File: config.mk
export PLATFORM = sky130hd
export DESIGN_NAME = prio_arbiter_n_flat
export DESIGN_NICKNAME = d
export VERILOG_FILES = /design/src/rtl/arb_pkg.sv /design/src/rtl/prio_arbiter_n_if.sv /design/src/rtl/prio_arbiter_n_prio_select.sv /design/src/rtl/prio_arbiter_n.sv /design/src/flat_wrapper.sv
export SDC_FILE = /design/constraint.sdc
export NUM_CORES = 1
export LEC_CHECK = 0
export BUFFER_PORTS_ARGS = -buffer_cell sky130_fd_sc_hd__clkbuf_2
export CAP_MARGIN = 15
export CORE_AREA = 2 2 39 41
export CTS_CLUSTER_DIAMETER = 30
export DETAILED_ROUTE_END_ITERATION = 7
export DIE_AREA = 0 0 41 43
export PLACE_DENSITY = 0.84
export SLEW_MARGIN = 0
export SYNTH_ARGS = -nofsm -noshare
export SYNTH_HDL_FRONTEND = slang
export SYNTH_SLANG_ARGS = --single-unit
File: constraint.sdc
create_clock -name clk -period 2.8 [get_ports clk]
set_input_delay 0.28 -clock clk [delete_from_list [all_inputs] [get_ports clk]]
set_output_delay 0.28 -clock clk [all_outputs]
set_load 0.1 [all_outputs]
File: src/rtl/arb_pkg.sv
// rtl/arb_pkg.sv - shared types and helpers for prio_arbiter_n (ARB_TIMEOUT_EN is handled in the top)
package arb_pkg;

  typedef enum logic {
    IDLE  = 1'b0,
    GRANT = 1'b1
  } state_e;

  // Index width that stays at least one bit for degenerate sizes
  function automatic int idx_w(input int n);
    return (n <= 2) ? 1 : $clog2(n);
  endfunction

  function automatic logic [15:0] onehot16(input logic [3:0] idx);
    return 16'(1) << idx;
  endfunction

endpackage

File: src/rtl/prio_arbiter_n_if.sv
// rtl/prio_arbiter_n_if.sv - requester/arbiter bundle: req, prio, gnt, gnt_id, busy
interface prio_arbiter_n_if #(
  parameter int N  = 4,
  parameter int PW = 2
);
  import arb_pkg::*;

  localparam int IW = idx_w(N);

  logic [N-1:0]    req;
  logic [N*PW-1:0] prio;
  logic [N-1:0]    gnt;
  logic [IW-1:0]   gnt_id;
  logic            busy;

  modport master (output req, prio, input gnt, gnt_id, busy);
  modport slave  (input req, prio, output gnt, gnt_id, busy);

endinterface

File: src/rtl/prio_arbiter_n_prio_select.sv
// rtl/prio_arbiter_n_prio_select.sv - combinational winner pick: highest prio, ties to lowest index
module prio_select
  import arb_pkg::*;
#(
  parameter int N  = 4,
  parameter int PW = 2,
  localparam int IW = idx_w(N)
) (
  input  logic [N-1:0]    cand,
  input  logic [N*PW-1:0] prio,
  output logic [IW-1:0]   idx,
  output logic            valid
);

  logic [PW-1:0] best;

  // Strict compare while scanning upward keeps the lowest index on ties
  always_comb begin
    valid = 1'b0;
    idx   = '0;
    best  = '0;
    for (int i = 0; i < N; i++) begin
      if (cand[i] && (!valid || (prio[i*PW +: PW] > best))) begin
        valid = 1'b1;
        idx   = IW'(i);
        best  = prio[i*PW +: PW];
      end
    end
  end

endmodule

File: src/rtl/prio_arbiter_n.sv
// rtl/prio_arbiter_n.sv - non-preemptive N-way priority arbiter; ARB_TIMEOUT_EN adds a hold-limit handoff
module prio_arbiter_n
  import arb_pkg::*;
#(
  parameter int N        = 4,
  parameter int PW       = 2,
  parameter int MAX_HOLD = 8
) (
  input logic             clk,
  input logic             rst,
  prio_arbiter_n_if.slave bus
);

  localparam int IW = idx_w(N);

  if (N < 2 || N > 16) begin : g_n_check
    $error("N must be in 2..16");
  end
  if (MAX_HOLD < 2) begin : g_hold_check
    $error("MAX_HOLD must be >= 2");
  end

  state_e        state_q, state_d;
  logic [N-1:0]  gnt_q, gnt_d;
  logic [IW-1:0] gnt_id_q, gnt_id_d;

  logic [N-1:0]  cand;
  logic [N-1:0]  owner_oh;
  logic [15:0]   owner16, sel16;
  logic [IW-1:0] sel_idx;
  logic          sel_valid;
  logic          owner_req;
  logic          timeout;
  logic          new_grant;

  always_comb begin
    owner16   = onehot16(4'(gnt_id_q));
    sel16     = onehot16(4'(sel_idx));
    owner_oh  = owner16[N-1:0];
    owner_req = |(bus.req & owner_oh);
  end

`ifdef ARB_TIMEOUT_EN
  localparam int HW = idx_w(MAX_HOLD);
  localparam logic [HW-1:0] HOLD_MAX = HW'(MAX_HOLD - 1);

  logic [HW-1:0] hold_q, hold_d;

  assign timeout = (state_q == GRANT) && (hold_q == HOLD_MAX) && owner_req
                   && (|(bus.req & ~owner_oh));

  always_comb begin
    hold_d = hold_q;
    if (new_grant || (state_d == IDLE)) begin
      hold_d = '0;
    end else if ((state_q == GRANT) && (hold_q != HOLD_MAX)) begin
      hold_d = hold_q + 1'b1;
    end
  end

  always_ff @(posedge clk or negedge rst) begin
    if (!rst) begin
      hold_q <= '0;
    end else begin
      hold_q <= hold_d;
    end
  end
`else
  assign timeout = 1'b0;
`endif

  // A timed-out owner is excluded so the handoff cannot re-pick it
  assign cand = timeout ? (bus.req & ~owner_oh) : bus.req;

  prio_select #(
    .N  (N),
    .PW (PW)
  ) u_prio_select (
    .cand  (cand),
    .prio  (bus.prio),
    .idx   (sel_idx),
    .valid (sel_valid)
  );

  always_comb begin
    state_d   = state_q;
    gnt_d     = gnt_q;
    gnt_id_d  = gnt_id_q;
    new_grant = 1'b0;
    case (state_q)
      IDLE: begin
        if (sel_valid) begin
          new_grant = 1'b1;
        end
      end
      GRANT: begin
        if (owner_req && !timeout) begin
          state_d = GRANT;
        end else if (sel_valid) begin
          new_grant = 1'b1;
        end else begin
          state_d  = IDLE;
          gnt_d    = '0;
          gnt_id_d = '0;
        end
      end
      default: begin
        state_d  = IDLE;
        gnt_d    = '0;
        gnt_id_d = '0;
      end
    endcase
    if (new_grant) begin
      state_d  = GRANT;
      gnt_d    = sel16[N-1:0];
      gnt_id_d = sel_idx;
    end
  end

  always_ff @(posedge clk or negedge rst) begin
    if (!rst) begin
      state_q  <= IDLE;
      gnt_q    <= '0;
      gnt_id_q <= '0;
    end else begin
      state_q  <= state_d;
      gnt_q    <= gnt_d;
      gnt_id_q <= gnt_id_d;
    end
  end

  assign bus.gnt    = gnt_q;
  assign bus.gnt_id = gnt_id_q;
  assign bus.busy   = |gnt_q;

endmodule

File: src/flat_wrapper.sv
// flat-port wrapper written by rule: the top's interface ports become plain ports
module prio_arbiter_n_flat import arb_pkg::*;
#(
  parameter int N        = 4,
  parameter int PW       = 2,
  parameter int MAX_HOLD = 8
)
  (clk, rst, bus_req, bus_prio, bus_gnt, bus_gnt_id, bus_busy);
  prio_arbiter_n_if #(.N(N), .PW(PW)) bus_i ();
  input logic clk;
  input logic rst;
  input wire logic [$bits(bus_i.req)-1:0] bus_req;
  input wire logic [$bits(bus_i.prio)-1:0] bus_prio;
  output wire logic [$bits(bus_i.gnt)-1:0] bus_gnt;
  output wire logic [$bits(bus_i.gnt_id)-1:0] bus_gnt_id;
  output wire logic [$bits(bus_i.busy)-1:0] bus_busy;
  assign bus_i.req = bus_req;
  assign bus_i.prio = bus_prio;
  assign bus_gnt = bus_i.gnt;
  assign bus_gnt_id = bus_i.gnt_id;
  assign bus_busy = bus_i.busy;
  prio_arbiter_n #(.N(N), .PW(PW), .MAX_HOLD(MAX_HOLD)) u_core (.clk(clk), .rst(rst), .bus(bus_i));
endmodule
# After elaboration in Yosys (flattened, before gate mapping)
# Cells that the tools add are included.
# W data, S select, Z words.
[totals]
ff_bits = 7
inputBits = 14
out_inout_bits = 7
[op_classes]
mux = 24
eq_ne = 2
order_cmp = 3
bitwise = 2
n_reduce_logical = 13
shift = 2
[ops]
columns = ["cell", "count"]
rows = [
  ["$mux W2", 9],
  ["$mux W4", 4],
  ["$mux W1", 10],
  ["$reduce_or A4 Y1", 2],
  ["$shl A1 B2 Y4 const A", 2],
  ["$gt A2 B2 Y1", 3],
  ["$and A4 B4 Y4", 1],
  ["$ne A2 B2 Y1 const B", 2],
  ["$logic_and A1 B1 Y1", 3],
  ["$logic_not A1 Y1", 3],
  ["$logic_or A1 B1 Y1", 3],
  ["$reduce_and A3 Y1", 1],
  ["$pmux W1 S2", 1],
  ["$reduce_bool A2 Y1", 1],
  ["$not A1 Y1", 1],
]

# Logic depth before layout (Yosys ltp)
# Gate-level depths: netlist of run 1.
[logic_depth]
ltp_word = 18
mapped_depth = 16
ltp_nobuf = 15

# By module
# A second synthesis of run 1 with hierarchy kept.
[unflattened]
hier_cells = 67
area_unflattened_um2 = 615.6
[by_module_without_submodules]
columns = ["mod", "n_inst", "area_per_inst_um2", "cells_each"]
rows = [
  ["prio_arbiter_n", 1, 354.1, 30],
  ["prio_select", 1, 261.5, 37],
]

# Least setup slack after synthesis of run 1
# Ideal clock, no wire load.
[synth_timing]
path_kind = "input to register"
start = "input port bus_req[0]"
end = "register u_core.gnt_id_q[0], in the netlist u_core.bus.gnt_id[0]"
arrival_time_ns = 3.572
t_required_ns = 2.674
n_path_buf = 1
setup_slack_ns = -0.898
setup_time_ns = 0.126
stages = 16
cell_sequence = "buf_6 nand2_1 ha_1 nor2b_1 o311a_4 a32oi_1 ha_1 nor2b_1 o311ai_2 nor2_1 a21o_1 ha_1 nor2b_1 o211a_1 a221o_1 a221o_1"
[synth_between]
elab_chain_cells = 18
[synth_rtl]
columns = ["element", "line", "text"]
rows = [
  ["start: declaration", "flat_wrapper.sv:12", "input wire logic [$bits(bus_i.req)-1:0] bus_req;"],
  ["$mux W2 / $mux W1 (equally long branches)", "prio_arbiter_n_prio_select.sv:23", "if (cand[i] && (!valid || (prio[i*PW +: PW] > best))) begin"],
  ["$gt A2 B2 Y1 / $logic_not A1 Y1 (equally long branches)", "prio_arbiter_n_prio_select.sv:23", ""],
  ["$logic_or A1 B1 Y1", "prio_arbiter_n_prio_select.sv:23", ""],
  ["$logic_and A1 B1 Y1", "prio_arbiter_n_prio_select.sv:23", ""],
  ["$mux W2 / $mux W1 (equally long branches)", "prio_arbiter_n_prio_select.sv:23", ""],
  ["$gt A2 B2 Y1 / $logic_not A1 Y1 (equally long branches)", "prio_arbiter_n_prio_select.sv:23", ""],
  ["$logic_or A1 B1 Y1", "prio_arbiter_n_prio_select.sv:23", ""],
  ["$logic_and A1 B1 Y1", "prio_arbiter_n_prio_select.sv:23", ""],
  ["[2 not listed]", "--", ""],
  ["$logic_or A1 B1 Y1", "prio_arbiter_n_prio_select.sv:23", ""],
  ["$logic_and A1 B1 Y1", "prio_arbiter_n_prio_select.sv:23", ""],
  ["$mux W1", "prio_arbiter_n_prio_select.sv:23", ""],
  ["$mux W1", "prio_arbiter_n.sv:92, prio_arbiter_n.sv:99", ""],
  ["$mux W1", "prio_arbiter_n.sv:97", "if (owner_req && !timeout) begin"],
  ["$pmux W1 S2", "prio_arbiter_n.sv:90", "case (state_q)"],
  ["$ne A2 B2 Y1 (no line) / $reduce_bool A2 Y1 (equally long branches)", "--", ""],
  ["$reduce_and A3 Y1 (no line)", "--", ""],
  ["end signal: assignment", "prio_arbiter_n.sv:128", "gnt_id_q <= gnt_id_d;"],
  ["end: declaration", "prio_arbiter_n.sv:25", "logic [IW-1:0] gnt_id_q, gnt_id_d;"],
]
# Parallel ways exist; a longest one is shown, timed or not.
# A chain may end at the register's enable or synchronous reset.

# Worst setup path after layout of run 1
# Ends and elaborated chain as after synthesis.

==> impl_metrics.toml, run 1 <==
[sta]
min_period_ps = 3370
setup_slack_ps = -568
setup_viol = 6
timing.fmax_ghz = 0.297
slew_headroom_pct = 64.0
tightest_slew_ps = 543
rsz0062_at_grt = "yes"
fin_skew_ps = 9.39
finalHoldViolCount = 0
maxSlewViolCount = 0
timing.final.crit_share_pct = 120

[yosys]
synth_top_family_by_area = "compound AO/OA/AOI/OAI gates"
ys_ff_latch = 7
muxShareOfSynthArea_pct = 5.15
synthAdderAreaFrac_pct = 12.4
synth_area_per_cell_um2 = 9.48
yosys.area_share.simple_pct = 20.8
synth_xor_area_share_pct = 0
ys_warn_count = 0
seq_area_frac_synth_pct = 28.9
synthCells = 64
synth_compound_area_share_pct = 27.8
synth_cell_types = 29
syn_area_um2 = 607
syn_nets = 84

[placement]
finalWeightedCongestion = 0.757
dp.cells = 109
io_buffers = 20
placed_area_um2 = 851
dpl.hpwl_um = 1210
pre_cts_ws_ps = -878

[status]
failed_checks = "negative setup slack"
status = "finished, violations left"

[floorplanning]
fp-row-count = 14
die_area_um2 = 1760
dieHeight_um = 43
start_util_pct = 43.9
fp.coreArea_um2 = 1380
die_x_um = 41
io_pins = 21

[cts]
cts_root_buf = "clkbuf_4"
clock-sinks = 7
cts_tree = "yes"
numCtsBuffers = 3
clkLatencyLatePin_ps = 260
cts_buffer_depth = 2
clk_pin_slew_ps = 50
cts_max_level = 1

[critical_path]
reg2reg_from = "u_core.bus.gnt_id[1]"
crit_path_start = "bus_req[0]"
cp-start-kind = "input port"
endpoint = "u_core.bus.gnt_id[0]"
crit_arrival_ps = 3500
worstPathRequired_ps = 2930
reg2reg_to = "u_core.bus.gnt_id[1]"
r2r.worst_path.cells = 4
rrSetupSlack_ps = 1230
end_kind = "flip-flop"
path_max_fanout = 4
criticalPathCategory = "in -> reg"

[route]
viasPerCell = 5.99
drt_iter0_markers = 28
finalWirelength_um = 1790
drcViolationCount = 0
num_vias = 713
ant_nets = 0
drt-wirelength-per-cell_um = 15.0
drtPass1Iterations = 4

[cells_and_area]
drive_above_1_share_pct = 53.4
final_common_cell = "clkbuf_2"
final_area_um2 = 1020
antenna_cells = 0
nets = 124
layout.cells.non_filler = 119
syn2layout_area_growth_pct = 67.4
final_cell_mix = "clkbuf_2 (18), buf_4 (13), dfrtp_1 (7), nand2_1 (5)"

[global_route]
first_global_vias = 643
grt_max_degree = 8
track_usage_pct = 22.3
grt_overflow = 0
grt_pass1_wl_um = 2670
grt_antenna_before_repair = 0

[run]
max_cap_violations = 0

[worst_hold_path]
hold_path.class = "in -> reg"

[power_and_ir_drop]
powerDensity_nw_per_um2 = 996
ir_drop_uv = 953
p_leak_nw = 0.511
[how the worst min path moves through the flow]
stage,depth (start not counted),to,slack [ps],from
global route,2,u_core.state_q,370,bus_req[3]
detailed placement,1,u_core.bus.gnt[1],130,rst
finish,2,u_core.state_q,380,bus_req[3]
global placement,1,u_core.bus.gnt[1],120,rst
CTS,2,u_core.state_q,360,bus_req[3]
floorplan,0,u_core.bus.gnt[0],-20,rst
[stage by stage]
| stage | util (%) | power (mW) | hold WS (ps) | TNS, ps |
|---|---|---|---|---|
| 6_report | 73.4 | 1.01 | 381 | -2830 |
| 5_1_grt | 73.4 | 1.05 | 371 | -3080 |
| 4_1_cts | 70.1 | 0.968 | 361 | -2310 |
| 3_5_place_dp | 61.5 | 0.848 | 125 | -4240 |
| 3_3_place_gp | 61.5 | 0.834 | 117 | -3470 |
| 2_1_floorplan | - | 0.730 | -15.6 | -2750 |
[Yosys cell counts]
cell	instances	share of area, %
o22ai_1	1	1.0
nor2_1	4	2.5
nand2_1	6	3.7
a21o_1	2	2.5
o311ai_2	1	2.7
o211a_1	1	1.6
a21oi_1	1	0.82
o211ai_1	3	3.7
ha_1	6	12
mux2i_1	2	3.3
nand3_1	2	1.6
a32oi_1	1	1.4
dfrtp_1	7	29
o2bb2ai_1	3	4.3
mux2_2	1	1.9
or2_1	1	1.0
or3_1	1	1.0
buf_6	1	1.9
o311a_4	1	3.5
nor2b_1	4	4.1
inv_1	4	2.5
a22o_1	2	2.9
nor3_1	1	0.82
and2_1	1	1.0
a221o_1	2	3.3
or4_1	2	2.5
inv_2	1	0.62
nand2b_1	1	1.0
nand4b_1	1	1.4
[area by class of cell]
class	instances	area (µm²)
multi-input cells	51	517
fillers	103	368
repair buffers	36	259
flip-flops and latches	7	175
clock buffers	4	26.3
well taps	16	20.0
inverters	5	18.8
[sequential cells by signal, indices dropped and copies added, names as in the netlist]
name / count
u_core.state_q: 1
u_core.bus.gnt: 4
u_core.bus.gnt_id: 2
[routing by layer]
layer	track usage [%]	wire [µm]	vias up
li1	-	-	326
met1	27.9	761	330
met2	35.9	860	43
met3	6.28	113	14
met4	6.00	52	0
met5	0	0	-
[power breakdown]
part	switching, mW	internal (mW)
sequential	0.0399	0.141
clock	0.0401	0.0546
combinational	0.538	0.198
total	0.618	0.394
[critical path: stages]
cell and delay [ps]:
clkbuf_16 130, nand2_4 50, ha_4 190, nor2b_4 120, o311a_4 320, a32oi_2 230, ha_1 300, nor2b_4 150
o311ai_4 310, nor2_1 90, a21o_1 200, ha_4 220, nor2b_4 120, o211a_1 230, a221o_1 260, a221o_1 290
[kinds of logic (layout without fill, tap and decap cells)]
kind of cell,after synthesis,count (layout)
DFF,7,7
buffers and inverters,6,45
adders and majority gates,6,6
AOI/OAI and AO/OA,18,18
and+or+nand+nor,24,24
muxes,3,3
[what timing repair did]
action | in CTS | in global routing
buffers inserted | 3 | 2
setup endpoints to repair | 6 | 6
hold buffers | 1 | 0
gates resized for setup | 9 | 6
pin swaps | 11 | 8
endpoints found under the hold margin | 7 | 0
Note: power is estimated with default switching activity, not from simulation.
==> inputs of run 2 (changes only) <==
Settings changed: CORE_AREA 2 2 39 41 to unset, CORE_MARGIN set to 2, CORE_UTILIZATION set to 45, DIE_AREA 0 0 41 43 to unset, PLACE_DENSITY 0.84 to 0.83, SLEW_MARGIN 0 to 30.
==> impl_metrics.toml, run 2 (same netlist as run 1, synthesis figures left out) <==
[cells_and_area]
final_common_cell = "clkbuf_2"
drive_above_1_share_pct = 55.9
final_cell_mix = "clkbuf_2 (18), buf_4 (14), dfrtp_1 (7), ha_4 (5)"
nets = 123
fin_util_pct = 79.0
final_area_um2 = 1010
layout.cells.non_filler = 117
antenna_cells = 0
largest_register_ffs = 4
syn2layout_area_growth_pct = 67.2

[power_and_ir_drop]
p_leak_nw = 0.497
powerDensity_nw_per_um2 = 988
power.share.clock_pct = 9.3
p_int_mw = 0.389
swShare_pct = 61.1
ir_drop_uv = 633
pwr-share-comb_pct = 72.6
seq_power_share_pct = 18.1
p_sw_mw = 0.613

[floorplanning]
io_pins = 21
dieHeight_um = 40.7
fp.coreArea_um2 = 1280
die_x_um = 40.7
die_area_um2 = 1660
fp-row-count = 13
start_util_pct = 47.2

[cts]
cts_max_level = 1
clk_pin_slew_ps = 50
numCtsBuffers = 3
clkLatencyLatePin_ps = 250
clock-sinks = 7
cts_buffer_depth = 2
cts_tree = "yes"
cts_root_buf = "clkbuf_4"

[route]
finalWirelength_um = 1710
drt_iter0_markers = 10
viasPerCell = 5.39
num_vias = 631
drtPass1Iterations = 4
drcViolationCount = 0
drt-wirelength-per-cell_um = 14.6
ant_nets = 0

[worst_hold_path]
hold_path.class = "in -> reg"
min_from = "bus_req[3]"

[sta]
min_period_ps = 3220
tightest_slew_ps = 548
fin_skew_ps = 3.08
maxSlewViolCount = 0
finalHoldViolCount = 0
rsz0062_at_grt = "yes"
timing.fmax_ghz = 0.311
hold_ws_ps = 371
timing.final.crit_share_pct = 115
setup_viol = 6
slew_headroom_pct = 63.6
setup_slack_ps = -420

[critical_path]
criticalPathCategory = "in -> reg"
worstPathRequired_ps = 2940
crit_path_start = "bus_req[0]"
cp-start-kind = "input port"
crit_arrival_ps = 3360
path_max_fanout = 4
reg2reg_from = "u_core.bus.gnt_id[1]"
end_kind = "flip-flop"

[placement]
finalWeightedCongestion = 0.747
pre_cts_ws_ps = -829
placed_area_um2 = 850
dpl.hpwl_um = 1160
io_buffers = 20
dp.cells = 108

[global_route]
grt_pass1_wl_um = 2460
track_usage_pct = 22.8
first_global_vias = 577
grt_overflow = 0
grt_antenna_before_repair = 0
grt_max_degree = 9

[status]
status = "finished, violations left"
failed_checks = "negative setup slack"

[run]
max_cap_violations = 0
==> run 2: changes by cell type in the layout (fill, tap and decap cells not counted), sizes merged <==
cell	before	now
buf	15	16
clkbuf	24	22
==> run 2: path summary, 6_finish.rpt <==
path,end,slack (ps),depth (start not counted)
min in group asynchronous,u_core.bus.gnt_id[1],390,2
min reg2reg,u_core.bus.gnt[3],520,1
max,u_core.bus.gnt_id[0],-420,16
max in group asynchronous,u_core.bus.gnt[0],2250,2
min,u_core.state_q,370,2
max reg2reg,u_core.bus.gnt_id[1],1220,4
==> run 2: routing by layer <==
layer / GRT usage (%) / wire length (µm) / vias to the layer above
li1: - / - / 321
met4: 3.33 / 53 / 0
met2: 38.9 / 822 / 17
met5: 0 / 0 / -
met1: 27.1 / 770 / 289
met3: 9.24 / 63 / 4
==> run 2: timing repair <==
item                                    CTS  global route
hold endpoints to repair                  7             0
hold buffers                              1             0
buffers inserted                          3             1
pin swaps                                 6            13
endpoints found under the setup margin    6             6
resized for setup                         9             6
==> run 2: power by group through the flow <==
stage	clock network [mW]	logic (mW)	registers [mW]
after global routing	0.103	0.761	0.186
final	0.0930	0.728	0.182
after global placement	0	0.659	0.177
after CTS	0.0937	0.706	0.180
after detailed placement	0	0.666	0.178
after floorplan	0	0.273	0.457
==> run 2: per-stage QoR <==
stage | TNS [ps] | power, mW
2_1_floorplan | -2750 | 0.730
3_3_place_gp | -3470 | 0.836
3_5_place_dp | -3920 | 0.844
4_1_cts | -1910 | 0.979
5_1_grt | -2760 | 1.05
6_report | -2050 | 1.00
==> run 2: area by class of cell <==
| class | count | area, µm² |
|---|---|---|
| multi-input cells | 51 | 541 |
| fillers | 77 | 270 |
| repair buffers | 35 | 235 |
| flip-flops and latches | 7 | 175 |
| clock buffers | 4 | 26.3 |
| inverters | 5 | 18.8 |
| well taps | 15 | 18.8 |
==> run 2: critical path, cell delays in order <==
cell and delay [ps]:
buf_8 110, and2_4 170, ha_4 240, nand2_2 60, o211ai_1 130, a32oi_2 290
ha_1 290, nor2b_4 140, o311ai_4 290, nor2_1 70, a21o_1 180, ha_4 220
nor2b_4 120, o211a_1 220, a221o_1 260, a221o_1 290
